`src/rtl/count_mon_pkg.sv`:
```
// Shared types and constants for the counter event monitor.
package count_mon_pkg;

    typedef enum logic [1:0] {
        ZONE_MID  = 2'd0,
        ZONE_LOW  = 2'd1,
        ZONE_HIGH = 2'd2
    } zone_e;

    localparam int unsigned EVT_WRAP_UP  = 0;
    localparam int unsigned EVT_WRAP_DN  = 1;
    localparam int unsigned EVT_HI_ENTER = 2;
    localparam int unsigned EVT_LO_ENTER = 3;
    localparam int unsigned EVT_DIR_CHG  = 4;
    localparam int unsigned EVT_NUM      = 5;

    localparam int unsigned CNT_WIDTH = 8;

    typedef struct packed {
        logic [EVT_NUM-1:0]   flags;
        logic [CNT_WIDTH-1:0] cnt;
    } evt_rec_t;

endpackage

```
`src/rtl/cem_fifo.sv`:
```
// Synchronous FIFO for event records; the caller decides whether a push is legal.
module cem_fifo #(
    parameter int unsigned DEPTH = 4,
    parameter int unsigned DW    = 13
) (
    input  logic          clk,
    input  logic          rst,
    input  logic          push,
    input  logic          pop,
    input  logic [DW-1:0] din,
    output logic [DW-1:0] dout,
    output logic          full,
    output logic          empty
);

    localparam int unsigned AW = $clog2(DEPTH);

    logic [DW-1:0] mem [DEPTH];
    logic [AW:0]   wr_ptr_q, rd_ptr_q;
    logic          pop_eff;

    // Extra pointer bit distinguishes full from empty.
    assign empty   = (wr_ptr_q == rd_ptr_q);
    assign full    = (wr_ptr_q[AW] != rd_ptr_q[AW]) && (wr_ptr_q[AW-1:0] == rd_ptr_q[AW-1:0]);
    assign pop_eff = pop && !empty;
    assign dout    = mem[rd_ptr_q[AW-1:0]];

    always_ff @(posedge clk) begin
        if (rst) begin
            wr_ptr_q <= '0;
            rd_ptr_q <= '0;
        end else begin
            if (push) wr_ptr_q <= wr_ptr_q + 1'b1;
            if (pop_eff) rd_ptr_q <= rd_ptr_q + 1'b1;
        end
    end

    always_ff @(posedge clk) begin
        if (push) mem[wr_ptr_q[AW-1:0]] <= din;
    end

endmodule

```
`src/rtl/count_event_monitor.sv`:
```
// Watches an up/down counter for wraps, zone entries and direction changes; queues events.
// Optional CEM_WRAP_COUNT_EN adds a saturating wrap_cnt output.
module count_event_monitor
    import count_mon_pkg::*;
#(
    parameter int unsigned WIDTH      = 8,
    parameter int unsigned FIFO_DEPTH = 4,
    parameter int unsigned HYST       = 2
) (
    input  logic               clk,
    input  logic               rst,
    input  logic [WIDTH-1:0]   cnt_in,
    input  logic               dir_in,
    input  logic               mon_en,
    input  logic [WIDTH-1:0]   thr_hi,
    input  logic [WIDTH-1:0]   thr_lo,
    output logic               evt_valid,
    input  logic               evt_ready,
    output logic [EVT_NUM-1:0] evt_flags,
    output logic [WIDTH-1:0]   evt_cnt,
    output logic [1:0]         zone,
    output logic               ovf_sticky,
    input  logic               clr_sticky
`ifdef CEM_WRAP_COUNT_EN
   ,output logic [15:0]        wrap_cnt
`endif
);

    localparam int unsigned      REC_W    = EVT_NUM + WIDTH;
    localparam logic [WIDTH-1:0] CNT_MAX  = '1;
    localparam logic [WIDTH:0]   HYST_EXT = (WIDTH + 1)'(HYST);

    logic [WIDTH-1:0]   cur_q, prev_q;
    logic               dir_q, pdir_q;
    logic               cap_valid_q;
    logic               prime_q, prime_d;
    zone_e              zone_q, zone_d, zone_calc;
    logic               ovf_q, ovf_d;

    logic [WIDTH:0]     hi_diff, lo_sum;
    logic [WIDTH-1:0]   hi_exit, lo_exit;
    logic               in_hi, in_lo, active;
    logic [EVT_NUM-1:0] flags;
    logic               push, pop, drop, fifo_wr;
    logic               fifo_full, fifo_empty;
    logic [REC_W-1:0]   fifo_dout;

    always_ff @(posedge clk) begin
        if (rst) begin
            cur_q       <= '0;
            prev_q      <= '0;
            dir_q       <= 1'b0;
            pdir_q      <= 1'b0;
            cap_valid_q <= 1'b0;
            prime_q     <= 1'b1;
            zone_q      <= ZONE_MID;
            ovf_q       <= 1'b0;
        end else begin
            cur_q       <= cnt_in;
            prev_q      <= cur_q;
            dir_q       <= dir_in;
            pdir_q      <= dir_q;
            cap_valid_q <= 1'b1;
            prime_q     <= prime_d;
            zone_q      <= zone_d;
            ovf_q       <= ovf_d;
        end
    end

    // Exit thresholds saturate instead of wrapping.
    assign hi_diff = {1'b0, thr_hi} - HYST_EXT;
    assign lo_sum  = {1'b0, thr_lo} + HYST_EXT;
    assign hi_exit = hi_diff[WIDTH] ? '0 : hi_diff[WIDTH-1:0];
    assign lo_exit = lo_sum[WIDTH] ? CNT_MAX : lo_sum[WIDTH-1:0];

    assign in_hi  = (cur_q >= thr_hi);
    assign in_lo  = (cur_q <= thr_lo);
    assign active = cap_valid_q && mon_en;

    always_comb begin
        zone_calc = zone_q;
        if (in_hi) begin
            zone_calc = ZONE_HIGH;
        end else if (in_lo) begin
            zone_calc = ZONE_LOW;
        end else if (zone_q == ZONE_HIGH && cur_q < hi_exit) begin
            zone_calc = ZONE_MID;
        end else if (zone_q == ZONE_LOW && cur_q > lo_exit) begin
            zone_calc = ZONE_MID;
        end
    end

    always_comb begin
        flags               = '0;
        flags[EVT_WRAP_UP]  = (prev_q == CNT_MAX) && (cur_q == '0);
        flags[EVT_WRAP_DN]  = (prev_q == '0) && (cur_q == CNT_MAX);
        flags[EVT_HI_ENTER] = in_hi && (zone_q != ZONE_HIGH);
        flags[EVT_LO_ENTER] = !in_hi && in_lo && (zone_q != ZONE_LOW);
        flags[EVT_DIR_CHG]  = (dir_q != pdir_q);
    end

    // Prime stays armed until the first valid sample seen with monitoring on.
    always_comb begin
        zone_d  = active ? zone_calc : zone_q;
        prime_d = prime_q;
        if (!mon_en) begin
            prime_d = 1'b1;
        end else if (cap_valid_q) begin
            prime_d = 1'b0;
        end
    end

    assign push    = active && !prime_q && (|flags);
    assign pop     = evt_valid && evt_ready;
    assign drop    = push && fifo_full && !pop;
    assign fifo_wr = push && (!fifo_full || pop);

    always_comb begin
        ovf_d = ovf_q;
        if (drop) begin
            ovf_d = 1'b1;
        end else if (clr_sticky) begin
            ovf_d = 1'b0;
        end
    end

    cem_fifo #(
        .DEPTH (FIFO_DEPTH),
        .DW    (REC_W)
    ) u_fifo (
        .clk   (clk),
        .rst   (rst),
        .push  (fifo_wr),
        .pop   (pop),
        .din   ({flags, cur_q}),
        .dout  (fifo_dout),
        .full  (fifo_full),
        .empty (fifo_empty)
    );

    assign evt_valid  = !fifo_empty;
    assign evt_flags  = fifo_empty ? '0 : fifo_dout[REC_W-1:WIDTH];
    assign evt_cnt    = fifo_empty ? '0 : fifo_dout[WIDTH-1:0];
    assign zone       = zone_q;
    assign ovf_sticky = ovf_q;

`ifdef CEM_WRAP_COUNT_EN
    logic [15:0] wrap_cnt_q, wrap_cnt_d;
    logic        wrap_hit;

    assign wrap_hit = fifo_wr && (flags[EVT_WRAP_UP] || flags[EVT_WRAP_DN]);

    always_comb begin
        wrap_cnt_d = wrap_cnt_q;
        if (wrap_hit) begin
            if (wrap_cnt_q != 16'hFFFF) wrap_cnt_d = wrap_cnt_q + 16'd1;
        end else if (clr_sticky) begin
            wrap_cnt_d = '0;
        end
    end

    always_ff @(posedge clk) begin
        if (rst) wrap_cnt_q <= '0;
        else     wrap_cnt_q <= wrap_cnt_d;
    end

    assign wrap_cnt = wrap_cnt_q;
`endif

endmodule

```
`config.mk`:
```
export PLATFORM = sky130hd
export DESIGN_NAME = count_event_monitor
export DESIGN_NICKNAME = d
export VERILOG_FILES = /design/src/rtl/count_mon_pkg.sv /design/src/rtl/cem_fifo.sv /design/src/rtl/count_event_monitor.sv
export SDC_FILE = /design/constraint.sdc
export NUM_CORES = 1
export LEC_CHECK = 0
export ABC_CLOCK_PERIOD_IN_PS = 3400
export BUFFER_PORTS_ARGS = -buffer_cell sky130_fd_sc_hd__buf_4
export CAP_MARGIN = 15
export CORE_MARGIN = 2
export CORE_UTILIZATION = 50
export CTS_BUF_LIST = sky130_fd_sc_hd__clkbuf_8 sky130_fd_sc_hd__clkbuf_16
export DETAILED_ROUTE_END_ITERATION = 8
export PLACE_DENSITY = 0.72
export SLEW_MARGIN = 30
export SYNTH_ARGS = -nofsm -noshare
export SYNTH_HDL_FRONTEND = slang
export SYNTH_HIERARCHICAL = 1
export SYNTH_SLANG_ARGS = --single-unit
```
`constraint.sdc`:
```
create_clock -name clk -period 3.4 [get_ports clk]
set_clock_uncertainty 0.2 [all_clocks]
set_input_delay 0.17 -clock clk [delete_from_list [all_inputs] [get_ports clk]]
set_output_delay 0.17 -clock clk [all_outputs]
set_load 0.005 [all_outputs]
```
# Word-level counts from Yosys, hierarchy flattened
# Memories as Yosys holds them, arrays and structs flattened. A register that Yosys moved wholly into a read port is not among the register bits.
# Index checks and enable logic that the tools add are counted.
# Widths: inputs -> output; s select.
# word_totals
regBits	29
latchBits	0
ram_bits	52
romBits	0
in_bits	30
output_inout_bits	17
word_cells	74
n_memories	1
# mem_list
memory	words	word_bits	read_ports	rd_clocked_by_memory_dff	wr	line	rtl
u_fifo.mem	4	13	1	1	1	cem_fifo.sv:18	logic [DW-1:0] mem [DEPTH];
# op_classes
add_sub_neg	4
n_mul	0
div	0
order_cmp	4
eq_ne	10
n_shift	0
n_mux	15
bitwise	1
n_reduce_logical	29
# op_table
cell	count
$mux 8	3
$eq 8x8->1 const B	2
$logic_and 1x1->1	16
$logic_not 8->1	2
$mux 2	6
$add 8x2->9 const B	1
$sub 8x2->9 const B	1
$ge 8x8->1	1
$gt 8x8->1	1
$le 8x8->1	1
$lt 8x8->1	1
$add 3x1->3 const B	2
$logic_not 1->1	5
$mux 1	5
$mux 5	1
$reduce_or 5->1	1
$reduce_bool 4->1	1
$eq 3x3->1	1
$eq 2x1->1 const B	1
$eq 2x2->1	1
$eq 2x2->1 const B	1
$ne 1x1->1	2
$ne 2x1->1 const B	1
$ne 2x2->1 const B	1
other kinds (5)	5

# Depth between registers and ports, before layout
# Gate-level depths: netlist of the first run.
# depth
ltp_word	9
ltp_mapped	13
ltp_nobuf	12

# By module
# The synthesis of the first run kept the hierarchy.
# modules_own_cells
mod	instances	cells_each	area_per_inst_um2	seq_area_each_um2
cem_fifo	1	119	2353.5	1721.7
count_event_monitor	1	226	1916.8	460.4

# Worst setup path before layout of the first run
# Ideal clock, no wire load.
# synth_path
kind	reg-to-reg
start	register cur_q[2]
end	memory u_fifo.mem[3][0], enable pin
setup_time_ns	0.368
t_arrival_ns	2.599
path_slack_ns	0.232
path_stages_with_launch	9
n_path_buf	0
cell_sequence	dfxtp_1 ha_1 or3_1 a21oi_1 o31ai_2 nor3_2 nor4b_2 nor4b_2 and2_1
# synth_via
elab_chain_len	9
word_cells_on_any_way	15
cone_classes	order compare (2); eq/ne (1); mux (2); reduce/logical (10)
# synth_lines
element	line	rtl
start, declared	count_event_monitor.sv:33	logic [WIDTH-1:0] cur_q, prev_q;
start signal, assigned	count_event_monitor.sv:59	cur_q <= cnt_in;
$ge 8x8->1	count_event_monitor.sv:76	assign in_hi = (cur_q >= thr_hi);
$logic_not 1->1	count_event_monitor.sv:98	flags[EVT_LO_ENTER] = !in_hi && in_lo && (zone_q != ZONE_LOW);
$logic_and 1x1->1 (*) (2 in series)	count_event_monitor.sv:98	
net flags[3]	count_event_monitor.sv:43	logic [EVT_NUM-1:0] flags;
$reduce_or 5->1 (*)	count_event_monitor.sv:113	assign push = active && !prime_q && (|flags);
$logic_and 1x1->1 (*)	count_event_monitor.sv:113	
$logic_and 1x1->1 (*)	count_event_monitor.sv:116	assign fifo_wr = push && (!fifo_full || pop);
net fifo_wr	count_event_monitor.sv:44	logic push, pop, drop, fifo_wr;
$mux 1 (*)	cem_fifo.sv:39	if (push) mem[wr_ptr_q[AW-1:0]] <= din;
$mux 1 (implied by the code) (*)	cem_fifo.sv:39	
end, declared	cem_fifo.sv:18	
# Mark *: on every way through the listed nets, which the timed path passes. The rest lies on a longest branch.

# Worst setup path after layout of the first run
# layout_path
start	register cur_q[0]
end	memory u_fifo.mem[0][2], enable pin
# Same word-level chain as after synthesis.

==> out/results.ini, run 1 <==
[timing]
rsz0062_at_grt=no
max_slew_margin_pct=41.3
tightest_slew_ns=0.880
setup_tns_ns=0
final_max_slew_viol_count=0
min_period_ns=3.13
clock.fmax_ghz=0.319
hold_viol=0
setup_violations=0
setup_ws_ns=0.269
finalCritPeriodShare_pct=92.1

[die]
io_pins=47
dieWidth_um=96.4
rows=33
die_area_um2=9300
die_h_um=96.4
core_um2=8260
start_util_pct=51.7

[final_layout]
layout_common_cells=buf_4 (58), edfxtp_1 (52), ha_1 (38)
design_area_um2=5210
layout.nets=492
mostFrequentLayoutCell=buf_4
antennaDiodeCount=0
fillCellCount=672
syn2layout_area_growth_pct=22.0
seq_area_um2=2180
final_cell_count_no_fill=534
drive_above_1_share_pct=24.0
multiInputGateArea_um2=1990

[min_path]
hold_path.class=in -> reg

[detailed_routing]
viasPerCell=5.40
routed_wl_um=8480
routed-via-count=2883
drtIter0Drc=115
post-route-drc-count=0
post_drt_wl_per_cell_um=15.9
ant_nets=0
drtPass1Iterations=4

[synth]
synthFlopType=edfxtp_1
synth_edf_count=52
syn_inst=345
yosysUniqueCellTypes=51
yosysTopAreaCell=edfxtp_1
async_flop_share_pct=0
synth_top_cell_area_share_pct=36.6
synth.avg_cell_area_um2=12.4
synth_area_um2=4270
synth_warnings=6
syn_nets=413
synth-seq-area-share_pct=51.1
ys_seq_elements=83
synth.area.top_cells=edfxtp_1 (37%), dfxtp_1 (15%), ha_1 (11%), mux4_2 (6.9%), nor2b_1 (5.0%)

[global_routing]
antenna_found_initial=0
grt_pass1_vias=2908
track_usage_pct=20.1
grt_first_pass_wirelength_um=13800
overflow=0
grt_max_degree=32

[cts]
clk_latency_ns=0.34
cts.clk_slew.worst_paths_ns=0.08
cts_sinks=83
cts_tree=done
cts_setup_buffers=0
htreeDepth=3
root_buffer=clkbuf_8
cts_max_path_buffers=2
cts_inserted_buffers=9

[placed_design]
gp_congestion=0.769
place_area_um2=4830
dp_cells=503
io_buffers=46
post-dp-hpwl_um=6200
place_ws_ns=0.161

[pwr]
power.leakage_nw=2.10
p_per_area_nw_per_um2=448
ir_drop_mv=0.232

[setup_path]
endpoint_kind=flip-flop
cp.required_ns=3.23
critical_path.slowest_cell=dfxtp_1
slowest_delay_ns=0.49
critical_path.max_fanout=13
cp-start-kind=flip-flop
critPathKind=reg -> reg
cp.arrival_ns=2.96
path_cells=inv_1 > ha_1 > nand2b_1 > a21oi_2 > o31ai_4 > nor3_2 > nor4b_2 > nor4b_4 > and2_1 > buf_4

[flow_run]
cap_violations=0

[outcome]
status=complete, no violations

[stage by stage]
step	utilization, %	power, mW	hold slack [ns]
after global routing	63.1	2.46	0.271
after floorplan	-	1.44	0.0394
after global placement	58.5	1.59	0.180
final	63.1	2.33	0.239
after detailed placement	58.5	1.61	0.185
after CTS	62.9	2.35	0.228
[flip-flops by register name (all words and copies together) (netlist names), named ones only]
name and count:
cur_q 8, u_fifo/rd_ptr_q 3, prime_q 1, u_fifo/wr_ptr_q 3, pdir_q 1, u_fifo/mem 52
cap_valid_q 1, ovf_sticky 1, prev_q 8, zone 2, dir_q 1
[worst paths after layout]
| kind | to | from | slack [ns] | depth (start not counted) |
|---|---|---|---|---|
| worst max-delay path | u_fifo/mem[0][2] | cur_q[0] | 0.27 | 10 |
| worst min-delay path | u_fifo/rd_ptr_q[2] | evt_ready | 0.24 | 5 |
| worst max register to register | u_fifo/mem[0][2] | cur_q[0] | 0.27 | 10 |
| worst min register to register | prime_q | cap_valid_q | 0.26 | 1 |
[repair_timing]
action / CTS / global route
hold buffers: 15 / 0
resized for setup: 0 / 3
endpoints found under the setup margin: 0 / 53
endpoints found under the hold margin: 18 / 0
[critical path: cells and delay by family (launching register included)]
kind                     cells  cell delay [ns]
buffers and inverters        2             0.41
adder cells (fa/ha/maj)      1             0.30
AO/OA/AOI/OAI                2             0.28
flip-flops                   1             0.49
AND/OR/NAND/NOR              5             1.13
[cells in the mapped netlist, types with 3 or more instances]
master and n:
edfxtp_1 52, xor2_1 3, clkbuf_1 5, nor4b_1 3
inv_1 23, nor3_1 5, xnor2_1 6, mux4_2 13
or3b_1 3, mux2i_1 4, nand2_1 16, nor2b_1 34
a21oi_1 14, and2_1 4, a21o_1 4, nand2b_1 5
ha_1 38, dfxtp_1 31, o211ai_1 3, nor2_1 17
nand4_1 10, nand3_1 6, xnor2_2 3, and3_1 5
o21ai_0 3
[layer usage]
| layer | part of all wire, % | track usage (%) |
|---|---|---|
| met1 | 44 | 24.9 |
| met2 | 52 | 35.4 |
| met3 | 3.2 | 3.80 |
| met4 | 1.2 | 6.81 |
| met5 | 0 | 0 |
[power by group]
part / total, mW / switching, mW / internal [mW]
Sequential: 1.15 / 0.0558 / 1.09
Clock: 0.739 / 0.332 / 0.407
Combinational: 0.444 / 0.189 / 0.255
Total: 2.33 / 0.577 / 1.76
[final cells by class]
class                      count  area share (%)
sequential                    83            41.9
tap                          105            2.52
clock inverter                 7            1.66
clock buffer                   9            2.38
timing repair buffer          74            11.6
multi-input combinational    233            38.3
inverter                      23            1.66
[cell families (layout without fill, tap and decap cells)]
| kind of cell | after synthesis | after routing | synth area share, % |
|---|---|---|---|
| and+or+nand+nor | 126 | 126 | 17.7 |
| DFF | 83 | 83 | 51.1 |
| AOI/OAI and AO/OA | 39 | 39 | 6.39 |
| adders and majority gates | 38 | 38 | 11.1 |
| buffers and inverters | 29 | 113 | 2.64 |
| muxes | 18 | 18 | 8.06 |
| xor gates and xnor gates | 12 | 12 | 2.99 |
Note: power is estimated with default switching activity, not from simulation.
==> run 2: changes to the inputs <==
==> constraint.sdc (replaced) <==
create_clock -name clk -period 3.4 [get_ports clk]
set_clock_uncertainty 0.2 [all_clocks]
set_input_delay 0.34 -clock clk [delete_from_list [all_inputs] [get_ports clk]]
set_output_delay 0.34 -clock clk [all_outputs]
set_load 0.005 [all_outputs]
==> out/results.ini, run 2 (synthesis results as in run 1) <==
[outcome]
status=complete, no violations

[placed_design]
place_area_um2=4900
post-dp-hpwl_um=6300
io_buffers=46
gp_congestion=0.828

[detailed_routing]
routed-via-count=2832
route.met3.wl_um=286
routed.top_layer=met4
ant_nets=0
drtIter0Drc=96
dr_wl_met2_um=4280
met1Wirelength_um=3730
drtPass1Iterations=4
post_drt_wl_per_cell_um=16.0
post-route-drc-count=0
routed_wl_um=8420
viasPerCell=5.39

[timing]
setup_tns_ns=0
finalCritPeriodShare_pct=93.9
rsz0062_at_grt=no
tightest_slew_ns=0.635
max_slew_margin_pct=57.3
min_period_ns=3.19
hold_viol=0
final_max_slew_viol_count=0
clock.fmax_ghz=0.313
setup_violations=0

[final_layout]
antennaDiodeCount=0
drive_above_1_share_pct=25.2
mostFrequentLayoutCell=buf_4
largest_reg_flops=52
design_area_um2=5120
syn2layout_area_growth_pct=19.8
fillCellCount=659
layout.nets=483
layout_common_cells=buf_4 (59), edfxtp_1 (52), ha_1 (38)

[global_routing]
grt_first_pass_wirelength_um=13300
grt_max_degree=32
grt_pass1_vias=2733
track_usage_pct=19.4
antenna_found_initial=0
overflow=0

[cts]
cts_max_path_buffers=2
cts.clk_slew.worst_paths_ns=0.08
cts_tree=done
clk_latency_ns=0.34
cts_inserted_buffers=9
htreeDepth=3
ctsResizeCount=0
root_buffer=clkbuf_8
cts_sinks=83

[setup_path]
endpoint_kind=flip-flop
cp_common_cell=nor4b_2
critPathKind=reg -> reg
cp.required_ns=3.42
crit_family=simple AND/OR/NAND/NOR gates
cp-start-kind=flip-flop
cp.arrival_ns=3.22
critical_path.slowest_cell=dfxtp_1
slowest_delay_ns=0.49
critical_path.max_fanout=14
cp_num_buf_inv=1
path_cells=ha_1 > or3_1 > a21oi_1 > o31ai_2 > nor3_2 > nor4b_2 > nor4b_2 > and2_1 > buf_12 > xnor2_1 > nor2_1

[die]
die_area_um2=9300
core_um2=8260
dieWidth_um=96.4
rows=33
start_util_pct=51.7
die_h_um=96.4
io_pins=47

[flow_run]
cap_violations=0

[pwr]
power.leakage_nw=2.05
ir_drop_mv=0.244
p_per_area_nw_per_um2=443

[min_path]
hold_path.class=in -> reg

==> run 2: worst reg2reg max path: stages (launching register included) <==
cell and delay [ns]:
dfxtp_1 0.49, ha_1 0.29, or3_1 0.34, a21oi_1 0.19, o31ai_2 0.15, nor3_2 0.36
nor4b_2 0.11, nor4b_2 0.36, and2_1 0.24, buf_12 0.16, xnor2_1 0.13, nor2_1 0.05
==> run 2: through the flow <==
step	std cells	setup slack, ns	hold slack (ns)	util [%]	total power, mW
floorplan	345	0.232	0.209	-	1.44
global placement	507	0.275	0.236	59.3	1.60
detailed placement	507	0.162	0.246	59.3	1.61
CTS	525	0.189	0.000835	62.0	2.29
global route	525	0.0142	0.0111	62.0	2.38
finish	525	0.206	0.00887	62.0	2.27
==> run 2: final cells by class <==
class	count	area [um2]	area share, %
flip-flops and latches	83	2180	42.7
multi-input cells	233	1980	38.6
well taps	105	131	2.57
clock buffers	12	176	3.45
repair buffers	65	543	10.6
clock inverters	4	21.3	0.416
inverters	23	86.3	1.69
==> run 2: per-layer routing <==
metal,track usage (%),vias to the layer above
met2,33.7,59
met3,3.41,8
li1,-,1424
met5,0,-
met4,6.92,0
met1,24.3,1341
==> run 2: path summary, 6_finish.rpt <==
path,from,end,slack (ns),cells past startpoint
max,cur_q[2],u_fifo/wr_ptr_q[2],0.21,11
min,cnt_in[6],cur_q[6],0.009,2
max reg2reg,cur_q[2],u_fifo/wr_ptr_q[2],0.21,11
min reg2reg,cap_valid_q,prime_q,0.25,1
==> run 2: power by group <==
part	total [mW]	internal, mW	switching (mW)
logic	0.469	0.252	0.217
registers	1.12	1.09	0.0252
clock network	0.679	0.345	0.334
total	2.27	1.69	0.576
==> run 2: what timing repair did <==
item	in CTS	in global routing
hold buffers	2	0
setup buffers	0	0
endpoints found under the hold margin	2	0
